--- src/rtl/clk_ratio_monitor.sv ---
// Frequency-ratio checker: counts synchronized ref_clk rising edges over a fixed
// window of clk_div3 cycles and flags whether the count is within TOL of EXP_EDGES.
`timescale 1ns / 1ps

module clk_ratio_monitor #(
  parameter int unsigned WINDOW    = 15,
  parameter int unsigned EXP_EDGES = 9,
  parameter int unsigned TOL       = 1,
  parameter int unsigned CNT_W     = 8
) (
  input  logic             clk_div3,
  input  logic             rst_n,
  input  logic             ref_clk,
  input  logic             start,
  input  logic             cont_en,
  input  logic             clr_err,
  output logic             busy,
  output logic             done,
  output logic             pass,
  output logic [CNT_W-1:0] edge_count,
  output logic             err_sticky
);

  localparam int unsigned WinW = (WINDOW > 1) ? $clog2(WINDOW) : 1;
  localparam logic [WinW-1:0] WinLast = WinW'(WINDOW - 1);
  localparam logic [CNT_W-1:0] CntMax = '1;

  typedef enum logic [1:0] {StIdle, StMeas, StDone} state_e;

  state_e            state_q, state_d;
  logic              s1_q, s2_q, s3_q;
  logic              rise;
  logic [WinW-1:0]   win_q, win_d;
  logic [CNT_W-1:0]  cnt_q, cnt_d;
  logic [CNT_W-1:0]  final_cnt;
  logic [CNT_W-1:0]  edge_count_q, edge_count_d;
  logic              pass_q, pass_d;
  logic              err_q, err_d;
  logic              busy_q, busy_d;
  logic              done_q, done_d;
  logic              result;
  logic              result_pass;
  logic [31:0]       final_ext;
  logic [31:0]       abs_diff;

  // Only the synchronized edge (s2 vs s3) reaches the counting logic.
  always_ff @(posedge clk_div3 or negedge rst_n) begin
    if (!rst_n) begin
      s1_q <= 1'b0;
      s2_q <= 1'b0;
      s3_q <= 1'b0;
    end else begin
      s1_q <= ref_clk;
      s2_q <= s1_q;
      s3_q <= s2_q;
    end
  end

  assign rise = s2_q & ~s3_q;

  // Saturating count including the rise present on the current edge.
  always_comb begin
    final_cnt = cnt_q;
    if (rise && (cnt_q != CntMax)) begin
      final_cnt = cnt_q + CNT_W'(1);
    end
  end

  // Unsigned magnitude in 32 bits so neither direction can underflow.
  always_comb begin
    final_ext = 32'(final_cnt);
    if (final_ext >= EXP_EDGES) begin
      abs_diff = final_ext - EXP_EDGES;
    end else begin
      abs_diff = EXP_EDGES - final_ext;
    end
    result_pass = (abs_diff <= TOL);
  end

  always_comb begin
    state_d      = state_q;
    win_d        = win_q;
    cnt_d        = cnt_q;
    edge_count_d = edge_count_q;
    pass_d       = pass_q;
    err_d        = err_q;
    result       = 1'b0;

    unique case (state_q)
      StIdle: begin
        if (start) begin
          state_d = StMeas;
          win_d   = '0;
          cnt_d   = '0;
        end
      end
      StMeas: begin
        cnt_d = final_cnt;
        win_d = win_q + WinW'(1);
        if (win_q == WinLast) begin
          state_d = StDone;
          result  = 1'b1;
        end
      end
      StDone: begin
        if (cont_en || start) begin
          state_d = StMeas;
          win_d   = '0;
          cnt_d   = '0;
        end else begin
          state_d = StIdle;
        end
      end
      default: state_d = StIdle;
    endcase

    if (result) begin
      edge_count_d = final_cnt;
      pass_d       = result_pass;
    end

    // A failing result on the same edge as a clear keeps the flag set.
    if (clr_err) begin
      err_d = 1'b0;
    end
    if (result && !result_pass) begin
      err_d = 1'b1;
    end

    busy_d = (state_d != StIdle);
    done_d = (state_d == StDone);
  end

  always_ff @(posedge clk_div3 or negedge rst_n) begin
    if (!rst_n) begin
      state_q      <= StIdle;
      win_q        <= '0;
      cnt_q        <= '0;
      edge_count_q <= '0;
      pass_q       <= 1'b0;
      err_q        <= 1'b0;
      busy_q       <= 1'b0;
      done_q       <= 1'b0;
    end else begin
      state_q      <= state_d;
      win_q        <= win_d;
      cnt_q        <= cnt_d;
      edge_count_q <= edge_count_d;
      pass_q       <= pass_d;
      err_q        <= err_d;
      busy_q       <= busy_d;
      done_q       <= done_d;
    end
  end

  assign busy       = busy_q;
  assign done       = done_q;
  assign pass       = pass_q;
  assign edge_count = edge_count_q;
  assign err_sticky = err_q;

endmodule
--- config.mk ---
export PLATFORM = sky130hd
export DESIGN_NAME = clk_ratio_monitor
export DESIGN_NICKNAME = d
export VERILOG_FILES = /design/src/rtl/clk_ratio_monitor.sv
export SDC_FILE = /design/constraint.sdc
export NUM_CORES = 1
export LEC_CHECK = 0
export BUFFER_PORTS_ARGS = -buffer_cell sky130_fd_sc_hd__buf_2
export CAP_MARGIN = 20
export CELL_PAD_IN_SITES_DETAIL_PLACEMENT = 1
export CELL_PAD_IN_SITES_GLOBAL_PLACEMENT = 2
export CORE_MARGIN = 2
export CORE_UTILIZATION = 33
export DETAILED_ROUTE_END_ITERATION = 6
export GPL_TIMING_DRIVEN = 0
export PLACE_DENSITY = 0.74
export SKIP_LAST_GASP = 1
export SLEW_MARGIN = 20
export SYNTH_ARGS = -nofsm -noshare
export SYNTH_HDL_FRONTEND = slang
export SYNTH_SLANG_ARGS = --single-unit
--- constraint.sdc ---
create_clock -name clk_div3 -period 2.8 [get_ports clk_div3]
set_clock_uncertainty 0.2 [all_clocks]
set_input_delay 0.42 -clock clk_div3 [delete_from_list [all_inputs] [get_ports clk_div3]]
set_output_delay 0.42 -clock clk_div3 [all_outputs]
set_load 0.02 [all_outputs]
==> key figures <==
Yosys
  • Post-synth top area share: 42.1%
  • Area contributors post-synth: dfrtp_1, ha_1, nand2_1
  • FF+latch count, synth: 29
  • Post-synthesis sequential area ratio: 42.1%
  • Synth Cell Area: 0.00173 mm^2
  • Library cells used by synthesis: 49
  • Syn Nets: 198
  • Count leader, synth: dfrtp_1
  • Syn_area_per_cell: 9.33 um^2
  • Synth top cells by count: dfrtp_1, nand2_1, o21ai_0
  • Synth area leader: dfrtp_1
  • Post-synth EDFFs: 0
  • Ys Warns: 0
  • Post-synth ARST share: 100%
  • Most used flip-flop cell after synthesis: dfrtp_1
  • Cell count after synthesis: 185

Route
  • Drt drc: 0
  • Drt pass-1 iters: 4
  • Antenna-violating nets left: 0
  • Initial DRC Count: 63
  • Routed WL: 5.06 mm
  • Vias: 1,571
  • Vias per std cell: 5.27
  • Drt wl/cell: 17.0 um

STA
  • Setup Viol. Count Final: 2
  • Min cycle time layout: 3.03 ns
  • Setup_tns: -0.422 ns
  • Worst slew pin tran: 0.666 ns
  • Unrepaired setup endpoints after global routing: true
  • Final Worst Setup Slack: -0.229 ns
  • Final worst-path cycle share: 108%
  • FMAX: 0.330 GHz
  • Slew Limit Headroom: 54.3%
  • Final Hold Vio Count: 0
  • Max-slew violations: 0

Place
  • GPL Wtd Cong: 0.830
  • Port buffer count: 17
  • Post-DP HPWL: 3.57 mm

Floorplan
  • Total die area: 0.00582 mm^2
  • Core box area: 0.00507 mm^2
  • Die Y-Extent: 76.3 um
  • Io pins: 18
  • Num rows: 26
  • Initial Util: 34.0%
  • Die extent in x: 76.3 um

Clock network
  • CTS tree: yes
  • Worst-Skew Late Latency: 0.28 ns
  • Clock Path Buffers: 2
  • Clk pin slew, worst setup/hold paths: 0.06 ns
  • Total CTS buffers: 5
  • H-tree depth: 2
  • Root Driver: clkbuf_8
  • Clock sinks: 29

Pwr
  • Int Power: 1.40 mW
  • Total power: 2.44 mW
  • Lkg Pwr: 1.05 nW
  • Clock power frac: 18.4%
  • Switching Power: 1.04 mW
  • Power Density: 1070 mW/mm^2
  • Switching share of total power: 42.8%
  • Gate power share: 54.7%
  • Peak supply drop: 0.397 mV
  • Sequential Power Share: 26.9%

Cells and area
  • Ant. Diodes: 0
  • Final nets: 240
  • Layout cells sized above 1: 31.6%
  • Area growth syn-to-layout: 32.3%

GRT
  • Number of global-route vias before repair: 1,662
  • First-pass GRT wire length: 8.51 mm
  • Overall routing resource usage: 18.6%
  • Antenna violations before repair: 0
  • Largest net degree at the start of global routing: 30
  • Gr ovfl total: 0

Setup path
  • Crit Path Category: reg -> reg
  • Worst-path fanout max: 3
  • WP data arrival: 2.97 ns
  • R2R Setup Slk: -0.23 ns
  • CP Capture Type: flip-flop
  • Critical Path RT: 2.74 ns
  • Crit path launch type: flip-flop
  • Number of cells on the worst reg-to-reg path: 11

Worst hold path
  • Min-delay worst type: in -> reg
  • Hold Path Depth: 1

Outcome
  • Status: complete, but fails checks
  • Failing checks: negative setup slack

Run
  • Max_cap viols: 0
[power by group through the flow]
stage / clock network (mW) / logic, mW / registers [mW]
CTS: 0.460 / 1.25 / 0.654
finish: 0.449 / 1.34 / 0.658
global route: 0.481 / 1.47 / 0.681
floorplan: 0 / 0.710 / 0.712
global placement: 0 / 1.05 / 0.657
detailed placement: 0 / 1.09 / 0.669
[cells by family after synthesis]
| logic type | share of synthesized area (%) |
|---|---|
| flip-flops | 42.1 |
| AND/OR/NAND/NOR | 21.2 |
| XOR/XNOR | 2.47 |
| multiplexers | 2.90 |
| AO/OA/AOI/OAI | 21.0 |
| adder cells (fa/ha/maj) | 5.08 |
| buffers and inverters | 5.29 |
[flip-flops by register name (all words and copies together) (netlist names)]
signal / cells
busy: 1
done: 1
pass: 1
edge_count: 8
win_q: 4
cnt_q: 8
state_q: 2
err_sticky: 1
s3_q: 1
s2_q: 1
s1_q: 1
[layout by cell type, fill, tap and decap left out, types with 2 or more instances in the layout]
cell type | netlist | layout
and2_1 | 3 | 3
o21ai_0 | 16 | 14
nand4_1 | 4 | 4
ha_4 | 0 | 3
ha_1 | 7 | 4
buf_6 | 0 | 4
a31o_1 | 2 | 2
o21ai_1 | 1 | 2
dfrtp_2 | 0 | 2
nand2_1 | 22 | 22
dfrtp_1 | 29 | 27
a221oi_2 | 1 | 2
inv_1 | 9 | 9
buf_2 | 3 | 18
o22ai_2 | 1 | 2
xor2_1 | 3 | 3
a21o_1 | 3 | 2
and4_1 | 4 | 4
nor2_1 | 10 | 10
and3_1 | 2 | 2
nand2b_1 | 2 | 2
mux2i_1 | 5 | 4
clkbuf_1 | 4 | 5
buf_4 | 3 | 18
nor2b_1 | 2 | 2
a21oi_1 | 7 | 6
clkbuf_8 | 0 | 6
o22ai_1 | 9 | 8
o221ai_1 | 2 | 2
nand3_1 | 8 | 6
[path summary, 6_finish.rpt]
| path | startpoint | to |
|---|---|---|
| worst min-delay path | ref_clk | s1_q$_DFF_PN0_ |
| worst max register to register | cnt_q[0]$_DFFE_PN0P_ | err_sticky$_DFFE_PN0P_ |
| worst min register to register | s1_q$_DFF_PN0_ | s2_q$_DFF_PN0_ |
| worst max-delay path | cnt_q[0]$_DFFE_PN0P_ | err_sticky$_DFFE_PN0P_ |
| min in group asynchronous | rst_n | edge_count[0]$_DFFE_PN0P_ |
| max in group asynchronous | rst_n | cnt_q[1]$_DFFE_PN0P_ |
[area by class of cell]
class	count	area [um^2]
tap	70	87.6
buffer	10	68.8
timing repair buffer	35	226
multi-input combinational	136	1020
fill	606	2790
clock buffer	7	86.3
inverter	10	38.8
sequential	29	728
clock inverter	1	30.0
[per-stage QoR]
step / area [um^2] / utilization, % / std cells / hold slack [ns] / setup WS (ns)
2_1_floorplan: 1770 / - / 185 / -0.0756 / 0.0144
6_report: 2280 / 45.0 / 298 / 0.0467 / -0.229
3_5_place_dp: 1940 / 38.2 / 272 / 0.147 / -0.533
4_1_cts: 2200 / 43.4 / 293 / 0.0382 / -0.210
3_3_place_gp: 1940 / 38.2 / 272 / 0.138 / -0.464
5_1_grt: 2280 / 45.0 / 298 / 0.0425 / -0.314
[metal layers]
layer  track usage, %  routed length [um]  vias to the layer above
met5                0                   0                        -
met3             2.84                  62                       10
met2             32.2                2590                       13
li1                 -                   -                      753
met4             8.36                 115                        0
met1             22.9                2290                      795
[repair_timing]
action	4_1_cts	5_1_grt
resized for setup	11	10
setup endpoints to repair	2	2
hold buffers	1	0
pin swaps	8	8
hold endpoints to repair	29	0
setup buffers	12	5
[critical path: stages, from the launching register on]
cell	delay [ns]
dfrtp_1	0.42
ha_4	0.19
nand3_4	0.10
o211a_1	0.24
or2_4	0.27
ha_4	0.16
and4_1	0.17
a221oi_2	0.25
a31o_1	0.23
nand4b_1	0.13
a221oi_2	0.37
o221ai_1	0.15
Power figures use the tool's default switching activity.
